<file path="src/rtl/trigger_network_scheduler.sv">
// Central scheduler for a network of trigger actors: launches enabled actors,
// broadcasts registered sleep/sync aggregates, detects quiescence and keeps stats.
module trigger_network_scheduler #(
  parameter int unsigned NUM_ACTORS = 4,
  parameter int unsigned CNT_WIDTH  = 32
) (
  input  logic                  ap_clk,
  input  logic                  ap_rst,
  input  logic                  ap_start,
  output logic                  ap_done,
  output logic                  ap_ready,
  output logic                  ap_idle,
  input  logic [NUM_ACTORS-1:0] actor_mask,
  output logic [NUM_ACTORS-1:0] trigger_start,
  input  logic [NUM_ACTORS-1:0] trigger_idle,
  input  logic [NUM_ACTORS-1:0] trigger_sleep,
  input  logic [NUM_ACTORS-1:0] trigger_sync_exec,
  input  logic [NUM_ACTORS-1:0] trigger_sync_wait,
  output logic                  all_sleep,
  output logic                  all_sync,
  output logic                  all_sync_wait,
  output logic [CNT_WIDTH-1:0]  sync_rounds,
  output logic [CNT_WIDTH-1:0]  run_cycles
);

  typedef enum logic [2:0] {
    S_IDLE  = 3'd0,
    S_START = 3'd1,
    S_RUN   = 3'd2,
    S_DRAIN = 3'd3,
    S_DONE  = 3'd4
  } state_t;

  state_t                state_q;
  state_t                state_d;
  logic [NUM_ACTORS-1:0] mask_q;
  logic                  c_sleep;
  logic                  c_sync;
  logic                  c_wait;
  logic                  c_idle;
  logic                  in_run;
  logic                  in_count;

  // Masked-off actors satisfy every aggregate condition.
  assign c_sleep  = &(trigger_sleep | ~mask_q);
  assign c_sync   = &((trigger_sync_exec | trigger_sync_wait) | ~mask_q);
  assign c_wait   = &(trigger_sync_wait | ~mask_q);
  assign c_idle   = &(trigger_idle | ~mask_q);
  assign in_run   = (state_q == S_RUN);
  assign in_count = (state_q == S_RUN) || (state_q == S_DRAIN);

  always_comb begin
    state_d = state_q;
    case (state_q)
      S_IDLE:  if (ap_start) state_d = (actor_mask == '0) ? S_DONE : S_START;
      S_START: state_d = S_RUN;
      S_RUN:   if (all_sync_wait) state_d = S_DRAIN;
      S_DRAIN: if (c_idle) state_d = S_DONE;
      S_DONE:  state_d = S_IDLE;
      default: state_d = S_IDLE;
    endcase
  end

  // Outputs are registered from the next state so they align with the FSM.
  always_ff @(posedge ap_clk or posedge ap_rst) begin
    if (ap_rst) begin
      state_q       <= S_IDLE;
      mask_q        <= '0;
      ap_done       <= 1'b0;
      ap_ready      <= 1'b0;
      ap_idle       <= 1'b1;
      trigger_start <= '0;
      all_sleep     <= 1'b0;
      all_sync      <= 1'b0;
      all_sync_wait <= 1'b0;
      sync_rounds   <= '0;
      run_cycles    <= '0;
    end else begin
      state_q       <= state_d;
      ap_idle       <= (state_d == S_IDLE);
      ap_done       <= (state_d == S_DONE);
      ap_ready      <= (state_d == S_DONE);
      trigger_start <= (state_d == S_START) ? actor_mask : '0;
      // "& ~self" turns each aggregate into a single-cycle pulse.
      all_sleep     <= in_run & c_sleep & ~all_sleep;
      all_sync      <= in_run & c_sync & ~all_sync;
      all_sync_wait <= in_run & c_sync & c_wait & ~all_sync;
      if ((state_q == S_IDLE) && ap_start) begin
        mask_q      <= actor_mask;
        sync_rounds <= '0;
        run_cycles  <= '0;
      end else begin
        if (in_count && (run_cycles != '1))
          run_cycles <= run_cycles + CNT_WIDTH'(1);
        if (in_run && all_sync && !all_sync_wait && (sync_rounds != '1))
          sync_rounds <= sync_rounds + CNT_WIDTH'(1);
      end
    end
  end

endmodule
</file>
<file path="config.mk">
export PLATFORM = sky130hd
export DESIGN_NAME = trigger_network_scheduler
export DESIGN_NICKNAME = d
export VERILOG_FILES = /design/src/rtl/trigger_network_scheduler.sv
export SDC_FILE = /design/constraint.sdc
export NUM_CORES = 1
export LEC_CHECK = 0
export BUFFER_PORTS_ARGS = -buffer_cell sky130_fd_sc_hd__buf_4
export CAP_MARGIN = 25
export CORE_MARGIN = 4
export CORE_UTILIZATION = 25
export DETAILED_ROUTE_END_ITERATION = 6
export PLACE_DENSITY = 0.53
export SLEW_MARGIN = 40
export SYNTH_ARGS = -nofsm -noshare
export SYNTH_HDL_FRONTEND = slang
export SYNTH_SLANG_ARGS = --single-unit
</file>
<file path="constraint.sdc">
create_clock -name ap_clk -period 3.8 [get_ports ap_clk]
set_clock_uncertainty 0.2 [all_clocks]
set_input_delay 0.38 -clock ap_clk [delete_from_list [all_inputs] [get_ports ap_clk]]
set_output_delay 0.38 -clock ap_clk [all_outputs]
set_load 0.02 [all_outputs]
</file>
[Word level (Yosys, flattened, before mapping)]
Cells that the tools add are included.
Word-level totals
  flip-flop bits (word level): 80
  bits in latches: 0
  bits in writable memories: 0
  ROM bits: 0
  input port bits: 23
  output and inout bits: 74
  logic and storage cells: 59
  memories: 0
Operators by class
  add/subtract/negate cells: 2
  multiply operators: 0
  divide/modulo/power cells: 0
  order comparisons: 0
  eq/ne operators: 7
  shifts and indexed selects: 0
  multiplexer cells: 10
  bitwise logic cells: 14
  reduce and logical (&&, ||, !) cells: 16
Operator list (count)
  $mux 32: 4
  $add 32x1->32 const B: 2
  $ne 32x32->1 const B: 2
  $or 4x4->4: 5
  $reduce_and 4->1: 4
  $mux 3: 4
  $pmux 3 s4: 1
  $and 1x1->1: 6
  $eq 3x1->1 const B: 2
  $eq 3x2->1 const B: 2
  $logic_not 3->1: 2
  $logic_and 1x1->1: 5
  $logic_not 4->1: 1
  $mux 4: 1
  $not 4->4: 1
  $reduce_bool 2->1: 2
  $eq 3x3->1 const B: 1
  $not 1->1: 2
  $logic_not 1->1: 1
  $logic_or 1x1->1: 1

[Depth between registers and ports, before layout]
Gate-level depths: netlist of run 1.
  depth after elaboration: 7
  gate-level depth with buffers: 9
  depth with buffers taken out: 6

[Worst setup path after synthesis of run 1]
Ideal clock, no wire load.
  kind: reg2reg
  start point: reg sync_rounds[0]
  end point: reg sync_rounds[30]
  setup time: 95 ps
  arrival time: 2202 ps
  data required time: 3505 ps
  slack: 1303 ps
  cell stages (with the launch flop): 7
  buffers on the path: 0
  period minus slack after synthesis: 2497 ps
  path through: dfrtp_1 > ha_1 > and4_1 > nand4_2 > or2_2 > or4_1 > o31ai_1
On the way
  word-level cells in the longest chain between the ends: 3
  elaborated cells between the ends (all ways): 6
  those cells by class: add/sub: 1; eq/ne: 1; mux: 2; reduce/logical: 2
RTL lines
  start: declaration: RTL line 22  | output logic [CNT_WIDTH-1:0] sync_rounds,
  start signal: assignment: RTL line 96  | sync_rounds <= sync_rounds + CNT_WIDTH'(1);
  $add 32x1->32 / $ne 32x32->1 (equally long branches): RTL line 96, 95
  $mux 32 / $logic_and 1x1->1 (equally long branches): RTL line 95  | if (in_run && all_sync && !all_sync_wait && (sync_rounds != '1))
  $mux 32 / $reduce_bool 2->1 (equally long branches)
Several ways; a longest one is shown, not always the timed one. The select of a mux whose other input is x is not followed.
A chain may end at the register's enable or synchronous reset.

[Worst setup path in the final report of run 1]
  start point: reg run_cycles[0]
  end point: reg run_cycles[15]
On the way
  word-level cells in the longest chain between the ends: 3
  elaborated cells between the ends (all ways): 6
  those cells by class: add/sub: 1; eq/ne: 1; mux: 2; reduce/logical: 2
RTL lines
  start: declaration: RTL line 23  | output logic [CNT_WIDTH-1:0] run_cycles
  start signal: assignment: RTL line 94  | run_cycles <= run_cycles + CNT_WIDTH'(1);
  $add 32x1->32 / $ne 32x32->1 (equally long branches): RTL line 94, 93
  $mux 32 / $logic_and 1x1->1 (equally long branches): RTL line 93  | if (in_count && (run_cycles != '1))
  $mux 32 / $reduce_bool 2->1 (equally long branches)
Several ways; a longest one is shown, not always the timed one. The select of a mux whose other input is x is not followed.

==> impl_metrics.py, run 1 <==
metrics = {
    "status": {
        "status": "completed",
    },
    "yosys": {
        "ys_ff_latch": 80,
        "synth.distinct_cells": 59,
        "syn-mean-instance-area_um2": 9.43,
        "yosysSeqAreaShare_pct": 46.0,
        "syn_nets": 487,
        "synthesis.area_um2": 4360,
        "synth_edf_count": 0,
        "ys.flop_type": "dfrtp_1",
        "synth_warnings": 0,
        "syn-instance-count": 462,
        "async_flop_share_pct": 100,
    },
    "finish": {
        "area_growth_pct": 29.3,
        "fin_nets": 574,
        "multiInputGateArea_um2": 2170,
        "diodes": 0,
        "fill_cells": 1805,
        "drive_above_1_share_pct": 24.7,
        "seq_area_um2": 2000,
    },
    "floorplanning": {
        "initial_core_util_pct": 25.4,
        "fp.dieH_um": 140,
        "die-area_um2": 19600,
        "die_w_um": 140,
        "ios": 97,
        "rows": 48,
        "core_area_um2": 17200,
    },
    "detailed_routing": {
        "firstDrtPassIters": 4,
        "drc": 0,
        "wl_per_cell_um": 16.3,
        "vias_per_cell": 5.17,
        "drt_iter0_markers": 228,
        "antenna_left": 0,
        "vias": 4031,
        "routed_wl_um": 12700,
    },
    "critical_path": {
        "worstPathMaxFanout": 20,
        "cp.arrival_ns": 2.82,
        "worst_ep_required_time_ns": 3.79,
        "worst_setup_path_start_kind": "flop",
        "worstSetupEndpointType": "flop",
        "worstSetupPathType": "flop to flop",
    },
    "sta": {
        "period_share_pct": 74.3,
        "drv_slew": 0,
        "fmax_ghz": 0.354,
        "period_needed_ns": 2.82,
        "slew_headroom_pct": 54.8,
        "finalHoldViolations": 0,
        "hold_slack_ns": 0.0677,
        "setup-violations-final": 0,
        "worst_slew_pin_slew_ns": 0.672,
        "rsz0062_at_grt": "false",
        "timing.setup.tns_ns": 0,
    },
    "cts": {
        "numCtsBuffers": 9,
        "cts_root_buf": "clkbuf_16",
        "cts_buffer_depth": 2,
        "cts_setup_buffers": 0,
        "cts_resized": 0,
        "holdBufCountCts": 1,
        "cts.sink_count": 80,
        "path_clk_slew_ns": 0.06,
        "insertion_delay_ns": 0.35,
        "h-tree-depth": 3,
        "cts_tree": "built",
    },
    "power_and_ir_drop": {
        "total_leakage_power_nw": 2.45,
        "vdd_ir_drop_max_mv": 0.227,
        "power_density_nw_per_um2": 501,
    },
    "place": {
        "gp_congestion": 0.808,
        "dp.final_hpwl_um": 9160,
        "port_buffers": 96,
    },
    "global_routing": {
        "overflow": 0,
        "track_usage_pct": 13.1,
        "grt_pass1_wl_um": 20700,
        "antenna_found_initial": 0,
        "grt_pass1_vias": 3974,
        "grt_max_degree": 60,
    },
    "hold_path": {
        "hold_class": "primary input to flop",
    },
    "job": {
        "max_cap_violations": 0,
    },
}
layer usage:
layer,wire length (um),global-route usage [%],up-vias
li1,-,-,1943
met1,5860,17.5,1977
met2,6000,20.8,97
met3,674,2.77,14
met4,183,5.10,0
met5,0,0,-
path summary, 6_finish.rpt:
check | from | endpoint | slack [ns] | cells past startpoint
setup / recovery | run_cycles[0] | run_cycles[15] | 0.98 | 7
hold / removal | trigger_sleep[0] | all_sleep | 0.07 | 2
setup reg to reg | run_cycles[0] | run_cycles[15] | 0.98 | 7
hold reg to reg | mask_q[2] | mask_q[2] | 0.33 | 1
max in group asynchronous | ap_rst | run_cycles[7] | 2.22 | 4
min in group asynchronous | ap_rst | sync_rounds[20] | 0.43 | 3
cells in the mapped netlist, drive strengths merged, types with 7 or more instances:
cell type / number / share of area, %
or4: 20 / 3.4
dfrtp: 79 / 45
and4: 10 / 2.0
or3: 21 / 3.0
nand2: 33 / 2.8
inv: 13 / 1.1
o31ai: 22 / 4.1
o21ai: 26 / 3.0
nand4: 19 / 3.4
nand3: 27 / 3.1
buf: 11 / 1.9
clkbuf: 16 / 1.4
nor3: 7 / 0.80
or2: 7 / 1.0
nor4: 12 / 2.1
and2: 11 / 1.6
and3: 11 / 1.6
nor2: 14 / 1.2
a21oi: 42 / 4.8
layout make-up:
type	count	area share [%]
clock buffer	11	4.31
clock inverter	5	1.84
inverter	13	0.955
multi-input combinational	342	38.6
sequential	80	35.5
tap	225	5.00
timing repair buffer	103	13.8
power by group:
group / switching (mW) / internal (mW)
sequential: 0.111 / 0.953
clock: 0.360 / 0.660
combinational: 0.476 / 0.263
cell families after synthesis:
kind of cell	share of synthesized area [%]
xor+xnor	1.41
flops	46.0
fa+ha+maj	0.574
mux	1.18
compound gates	17.2
simple gates	29.3
buf+inv	4.39
critical path, stage by stage (launching register included):
cell and delay [ns]:
dfrtp_1 0.43, ha_1 0.22, nand2_1 0.12, or4_1 0.63
o31ai_4 0.53, buf_4 0.32, or3_1 0.15, a21oi_1 0.07
stage by stage:
step / util (%) / area (um2) / worst slack [ns] / std cells / total power [mW]
after floorplan: - / 4360 / 1.17 / 462 / 1.57
after global placement: 30.7 / 5280 / 1.05 / 762 / 1.82
after detailed placement: 30.7 / 5280 / 0.972 / 762 / 1.84
after CTS: 32.8 / 5640 / 0.957 / 779 / 2.88
after global routing: 32.8 / 5640 / 0.724 / 779 / 3.00
final: 32.8 / 5640 / 0.975 / 779 / 2.82
layout by cell type, fill, tap and decap left out, drive strengths merged, types with 3 or more instances in the layout:
cell / count
nor2: 14
o211ai: 5
a21o: 4
a21oi: 42
o311ai: 3
and3: 11
nand4b: 3
nand2: 33
dfrtp: 79
or4: 20
o31ai: 22
nand4: 19
or3: 21
nor3: 7
mux2i: 4
o2111ai: 3
nand3: 27
and4: 10
bufinv: 3
nor4: 12
buf: 102
clkinv: 3
inv: 12
clkbuf: 11
xnor2: 5
and2: 11
or2: 7
nand2b: 6
o21ai: 26
sequential cells by signal (all words and copies together), names as in the netlist:
register	count
mask_q	4
state_q	3
ap_idle	1
sync_rounds	32
run_cycles	32
trigger_start	4
all_sync	1
all_sync_wait	1
ap_ready	1
all_sleep	1
Note: power is estimated with default switching activity, not from simulation.
==> run 2: changes to the inputs <==
- ABC_AREA: not set -> 1
- PLACE_DENSITY: 0.53 -> 0.54
- clock period: 3.8 -> 2.3 ns (I/O delays scaled with it)
==> run 2 against run 1 <==
Maximum frequency up 38%. First-iteration DRC count up 10%. Synthesized cell count up 69%. Hold slack better by 0.0068 ns. Worst setup slack worse by 0.73 ns. Critical path type unchanged. Critical endpoint is now sync_rounds[23].
==> impl_metrics.py, run 2 <==
metrics = {
    "detailed_routing": {
        "wl_per_cell_um": 14.1,
        "drc": 0,
        "routed_wl_um": 16600,
        "drt_iter0_markers": 251,
        "vias": 5264,
        "vias_per_cell": 4.47,
        "firstDrtPassIters": 5,
        "antenna_left": 0,
    },
    "critical_path": {
        "critPathSlowestCell": "dfrtp_2",
        "startpoint": "sync_rounds[0]",
        "cp.buffers_inverters": 3,
        "rr_worst_depth": 12,
        "r2r-start": "sync_rounds[0]",
        "worstPathMaxFanout": 15,
        "cp.arrival_ns": 2.14,
        "path_cells": "ha_1, inv_2, nor2_4, nand2_2, nor2_4, nand2_1, nand2_1, nand2_1, inv_2, buf_4, nand2_1, nand2_1",
        "reg2reg_to": "sync_rounds[23]",
        "worstSetupEndpointType": "flop",
        "r2r_slack_ns": 0.25,
        "worst_ep_required_time_ns": 2.38,
        "cp_top_family": "simple AND/OR/NAND/NOR gates",
        "crit_path_frequent_cell": "nand2_1",
        "crit_path_end": "sync_rounds[23]",
        "cpPeakStageDelay_ns": 0.45,
        "worstSetupPathType": "flop to flop",
        "worst_setup_path_start_kind": "flop",
        "path_depth": 12,
    },
    "place": {
        "port_buffers": 96,
        "placed_area_um2": 6290,
        "place_ws_ns": 0.196,
        "dp_cells": 1155,
        "gp_congestion": 0.852,
        "dp.final_hpwl_um": 12500,
    },
    "power_and_ir_drop": {
        "total_leakage_power_nw": 3.26,
        "vdd_ir_drop_max_mv": 0.363,
        "power.total_mw": 5.45,
        "power_density_nw_per_um2": 820,
    },
    "yosys": {
        "synth.distinct_cells": 30,
        "yosysTopAreaCell": "dfrtp_1",
        "ys_top_cells_by_count": "nand2_1 (332), nor2_1 (129), dfrtp_1 (79)",
        "syn_nets": 806,
        "async_flop_share_pct": 100,
        "synth_top_area_share_pct": 38.8,
        "synth_warnings": 0,
        "yosys.cell_count.top_type": "nand2_1",
        "syn-instance-count": 781,
        "netlist_top_cells_area": "dfrtp_1 (39%), nand2_1 (24%), nor2_1 (9.5%)",
        "synthesis.area_um2": 5090,
        "synth_edf_count": 0,
        "yosysSeqAreaShare_pct": 39.3,
        "ys.flop_type": "dfrtp_1",
        "syn-mean-instance-area_um2": 6.52,
        "ys_ff_latch": 80,
    },
    "sta": {
        "worst_slew_pin_slew_ns": 0.571,
        "period_share_pct": 89.3,
        "finalHoldViolations": 0,
        "setup_ws_ns": 0.246,
        "fmax_ghz": 0.487,
        "setup-violations-final": 0,
        "rsz0062_at_grt": "false",
        "hold_slack_ns": 0.0745,
        "period_needed_ns": 2.05,
        "drv_slew": 0,
        "timing.setup.tns_ns": 0,
        "slew_headroom_pct": 61.8,
    },
    "job": {
        "max_cap_violations": 0,
    },
    "floorplanning": {
        "die-area_um2": 22700,
        "fp.dieH_um": 151,
        "core_area_um2": 19700,
        "initial_core_util_pct": 25.8,
        "rows": 51,
        "ios": 97,
        "die_w_um": 151,
    },
    "cts": {
        "path_clk_slew_ns": 0.06,
        "cts_root_buf": "clkbuf_16",
        "cts_buffer_depth": 2,
        "numCtsBuffers": 9,
        "h-tree-depth": 3,
        "insertion_delay_ns": 0.34,
        "cts.sink_count": 80,
        "cts_setup_buffers": 0,
        "cts_tree": "built",
    },
    "global_routing": {
        "antenna_found_initial": 0,
        "grt_pass1_vias": 5144,
        "grt_pass1_wl_um": 27100,
        "grt_max_degree": 41,
        "track_usage_pct": 15.3,
        "overflow": 0,
    },
    "finish": {
        "design_area_um2": 6650,
        "drive_above_1_share_pct": 18.8,
        "area_growth_pct": 30.5,
        "fin_util_pct": 33.7,
        "diodes": 0,
        "largest_registers": "run_cycles x32, sync_rounds x32",
        "stdcell_count": 1177,
        "fin_nets": 933,
        "fill_cells": 2165,
        "final_common_cell": "nand2_1",
        "final_cell_mix": "nand2_1 (332), nor2_1 (129), buf_4 (127), dfrtp_1 (78), inv_1 (62)",
    },
    "hold_path": {
        "hold_class": "primary input to flop",
    },
    "status": {
        "status": "completed",
    },
}
run 2: cell count changes in the layout (fill, tap and decap cells not counted), sizes merged, moves of 22 or more:
| cell | change |
|---|---|
| nand2 | +302 |
| nor2 | +121 |
| inv | +55 |
| a21oi | -40 |
| buf | +26 |
| o31ai | -22 |
run 2: what timing repair did:
action,4_1_cts,5_1_grt
resized for setup,0,1
endpoints found under the hold margin,26,0
hold buffers,7,0
endpoints found under the setup margin,0,12
run 2: worst register-to-register path, stage by stage, from the launching register on:
cell	delay [ns]
dfrtp_2	0.45
ha_1	0.22
inv_2	0.05
nor2_4	0.21
nand2_2	0.12
nor2_4	0.15
nand2_1	0.06
nand2_1	0.05
nand2_1	0.07
inv_2	0.06
buf_4	0.21
nand2_1	0.08
nand2_1	0.07
run 2: power by group:
group | switching (mW) | internal (mW) | leakage, nW | total, mW
clock network | 0.587 | 0.864 | 0.139 | 1.45
logic | 1.35 | 0.737 | 2.03 | 2.09
registers | 0.267 | 1.65 | 1.09 | 1.91
run 2: worst min-delay path by stage:
stage                     slack (ns)  cells past startpoint                to                 start
after detailed placement        0.13                      2        state_q[2]                ap_rst
after global placement          0.12                      2    run_cycles[17]                ap_rst
after global routing             0.1                      3          ap_ready              ap_start
after floorplan                 0.14                      2  trigger_start[0]         actor_mask[0]
final                           0.07                      3     all_sync_wait  trigger_sync_wait[3]
after CTS                       0.06                      3     all_sync_wait  trigger_sync_wait[3]
run 2: cell families after synthesis:
logic type	share of synthesized area [%]
simple gates	46.8
buf+inv	7.42
flops	39.3
xor+xnor	3.61
compound gates	2.29
fa+ha+maj	0.491
run 2: cell type report:
type	instances	area [um2]	share of cell area (%)
Inverter	69	263	3.95
Clock buffer	12	246	3.71
Sequential cell	80	2000	30.2
Timing Repair Buffer	135	1040	15.7
Clock inverter	3	42.5	0.640
Multi-Input combinational cell	613	2720	40.9
Tap cell	265	332	4.99
run 2: routing by layer:
| layer | share of wire [%] | vias to the layer above | track usage (%) |
|---|---|---|---|
| li1 | - | 2698 | - |
| met1 | 45 | 2446 | 19.7 |
| met2 | 48 | 111 | 26.2 |
| met3 | 5.5 | 9 | 3.55 |
| met4 | 1.1 | 0 | 3.08 |
| met5 | 0 | - | 0 |
==> run 3: changes to the inputs <==
- ABC_AREA: 1 -> 0
==> run 3 against run 2 <==
Sequential power decreased by 9.9%. Final cell count decreased by 26%. Critical path depth decreased by 6. Hold slack got worse by 0.038 ns. Clock power increased by 16%. Wire length decreased by 18%. Worst setup slack got worse by 0.19 ns. Utilization increased by 4.0 points. Non-clock buffer count increased by 55. Maximum frequency decreased by 8.4%.
==> impl_metrics.py, run 3 (same netlist as run 1, synthesis figures left out) <==
metrics = {
    "detailed_routing": {
        "firstDrtPassIters": 4,
        "routed_wl_um": 13600,
        "drt_iter0_markers": 311,
        "wl_per_cell_um": 15.7,
        "vias": 4353,
        "drc": 0,
        "antenna_left": 0,
        "vias_per_cell": 5.03,
    },
    "place": {
        "dp.final_hpwl_um": 10100,
        "port_buffers": 96,
        "gp_congestion": 0.839,
        "placed_area_um2": 5990,
    },
    "sta": {
        "fmax_ghz": 0.446,
        "period_share_pct": 97.5,
        "period_needed_ns": 2.24,
        "slew_headroom_pct": 68.3,
        "worst_slew_pin_slew_ns": 0.475,
        "finalHoldViolations": 0,
        "drv_slew": 0,
        "setup-violations-final": 0,
        "rsz0062_at_grt": "true",
    },
    "critical_path": {
        "cp.arrival_ns": 2.30,
        "rr_worst_depth": 6,
        "reg2reg_to": "sync_rounds[30]",
        "worstSetupPathType": "flop to flop",
        "worstSetupEndpointType": "flop",
        "worst_ep_required_time_ns": 2.36,
        "worstPathMaxFanout": 5,
        "worst_setup_path_start_kind": "flop",
        "r2r-start": "sync_rounds[0]",
        "r2r_slack_ns": 0.06,
    },
    "floorplanning": {
        "die-area_um2": 19600,
        "rows": 48,
        "die_w_um": 140,
        "core_area_um2": 17200,
        "ios": 97,
        "initial_core_util_pct": 25.4,
        "fp.dieH_um": 140,
    },
    "finish": {
        "fill_cells": 1723,
        "final_common_cell": "buf_4",
        "largest_registers": "run_cycles x32, sync_rounds x32",
        "drive_above_1_share_pct": 39.6,
        "final_cell_mix": "buf_4 (181), dfrtp_1 (60), a21oi_1 (42), nand2_1 (31), nand3_1 (26)",
        "fin_nets": 661,
        "multiInputGateArea_um2": 2290,
        "design_area_um2": 6470,
        "seq_area_um2": 2030,
        "area_growth_pct": 48.6,
        "diodes": 0,
    },
    "power_and_ir_drop": {
        "vdd_ir_drop_max_mv": 0.342,
        "pwr-share-seq_pct": 34.5,
        "swShare_pct": 33.1,
        "total_leakage_power_nw": 2.88,
        "net-switching-power_mw": 1.64,
        "p_int_mw": 3.33,
        "power_density_nw_per_um2": 768,
        "pwr-share-clk_pct": 33.8,
        "combPwrFrac_pct": 31.7,
        "power.total_mw": 4.97,
    },
    "global_routing": {
        "antenna_found_initial": 0,
        "grt_max_degree": 43,
        "track_usage_pct": 14.0,
        "grt_pass1_wl_um": 22400,
        "overflow": 0,
        "grt_pass1_vias": 4480,
    },
    "hold_path": {
        "hp-start": "trigger_sync_exec[2]",
        "worstHoldEndpoint": "all_sync",
        "hold_class": "primary input to flop",
        "hold_depth": 3,
    },
    "cts": {
        "insertion_delay_ns": 0.35,
        "h-tree-depth": 3,
        "path_clk_slew_ns": 0.06,
        "cts_buffer_depth": 2,
        "cts_root_buf": "clkbuf_16",
        "cts_tree": "built",
        "cts.sink_count": 80,
        "numCtsBuffers": 9,
    },
    "status": {
        "status": "completed",
    },
    "job": {
        "max_cap_violations": 0,
    },
}
## run 3: cell count changes in the layout (fill, tap and decap cells not counted), sizes merged, moves of 21 or more
cell	change
buf	+56
nand2	-302
o31ai	+22
nand3	-21
or3	+21
a21oi	+40
inv	-55
nand4	-21
o21ai	+21
nor2	-121
## run 3: layout make-up
cell class | instances | share of cell area (%)
Clock inverter | 5 | 1.60
Clock buffer | 11 | 3.75
Sequential cell | 80 | 31.3
Inverter | 13 | 0.812
Tap cell | 225 | 4.35
Multi-Input combinational cell | 342 | 35.3
Timing Repair Buffer | 190 | 22.8
## run 3: power groups by stage
stage,combinational [mW],sequential (mW),clock [mW]
after floorplan,0.764,1.89,0
after global placement,1.54,1.74,0
after detailed placement,1.56,1.74,0
after CTS,1.58,1.72,1.72
after global routing,1.74,1.74,1.78
final,1.57,1.72,1.68
## run 3: repair_timing
action                                  in CTS  in global routing
endpoints found under the hold margin       23                  0
gates resized for setup                      1                 12
setup buffers                                0                  3
endpoints found under the setup margin       1                 27
pin swaps                                    0                  2
hold buffers                                 6                  0
## run 3: worst max-delay path by stage
stage / from / end / slack (ns) / cells after the start
after floorplan: sync_rounds[0] / sync_rounds[30] / -0.04 / 6
after global placement: sync_rounds[16] / sync_rounds[25] / 0.02 / 5
after detailed placement: sync_rounds[20] / sync_rounds[25] / 0.009 / 5
after CTS: sync_rounds[0] / sync_rounds[3] / 0.01 / 7
after global routing: sync_rounds[0] / sync_rounds[30] / -0.007 / 6
final: sync_rounds[0] / sync_rounds[30] / 0.06 / 6
## run 3: layer usage
layer	global-route usage, %	part of all wire, %	vias up
met5	0	0	-
met4	4.74	1.6	0
met3	3.52	5.1	15
met2	22.5	49	100
met1	18.4	45	2117
li1	-	-	2121
## run 3: through the flow
| step | TNS [ns] | instances | worst slack, ns | utilization [%] | hold slack (ns) |
|---|---|---|---|---|---|
| floorplan | -0.255 | 462 | -0.0427 | - | 0.175 |
| global placement | 0 | 841 | 0.0241 | 34.8 | 0.0779 |
| detailed placement | 0 | 841 | 0.00854 | 34.8 | 0.0800 |
| CTS | 0 | 863 | 0.0114 | 37.2 | 0.0269 |
| global route | -0.00748 | 866 | -0.00748 | 37.7 | 0.0522 |
| finish | 0 | 866 | 0.0583 | 37.7 | 0.0367 |
## run 3: worst max-delay path: stages (launching register included)
cell and delay (ns):
dfrtp_2 0.38, ha_4 0.14, and4_4 0.25, nand4_4 0.11, or2_2 0.33, or4_4 0.54
o31ai_1 0.20
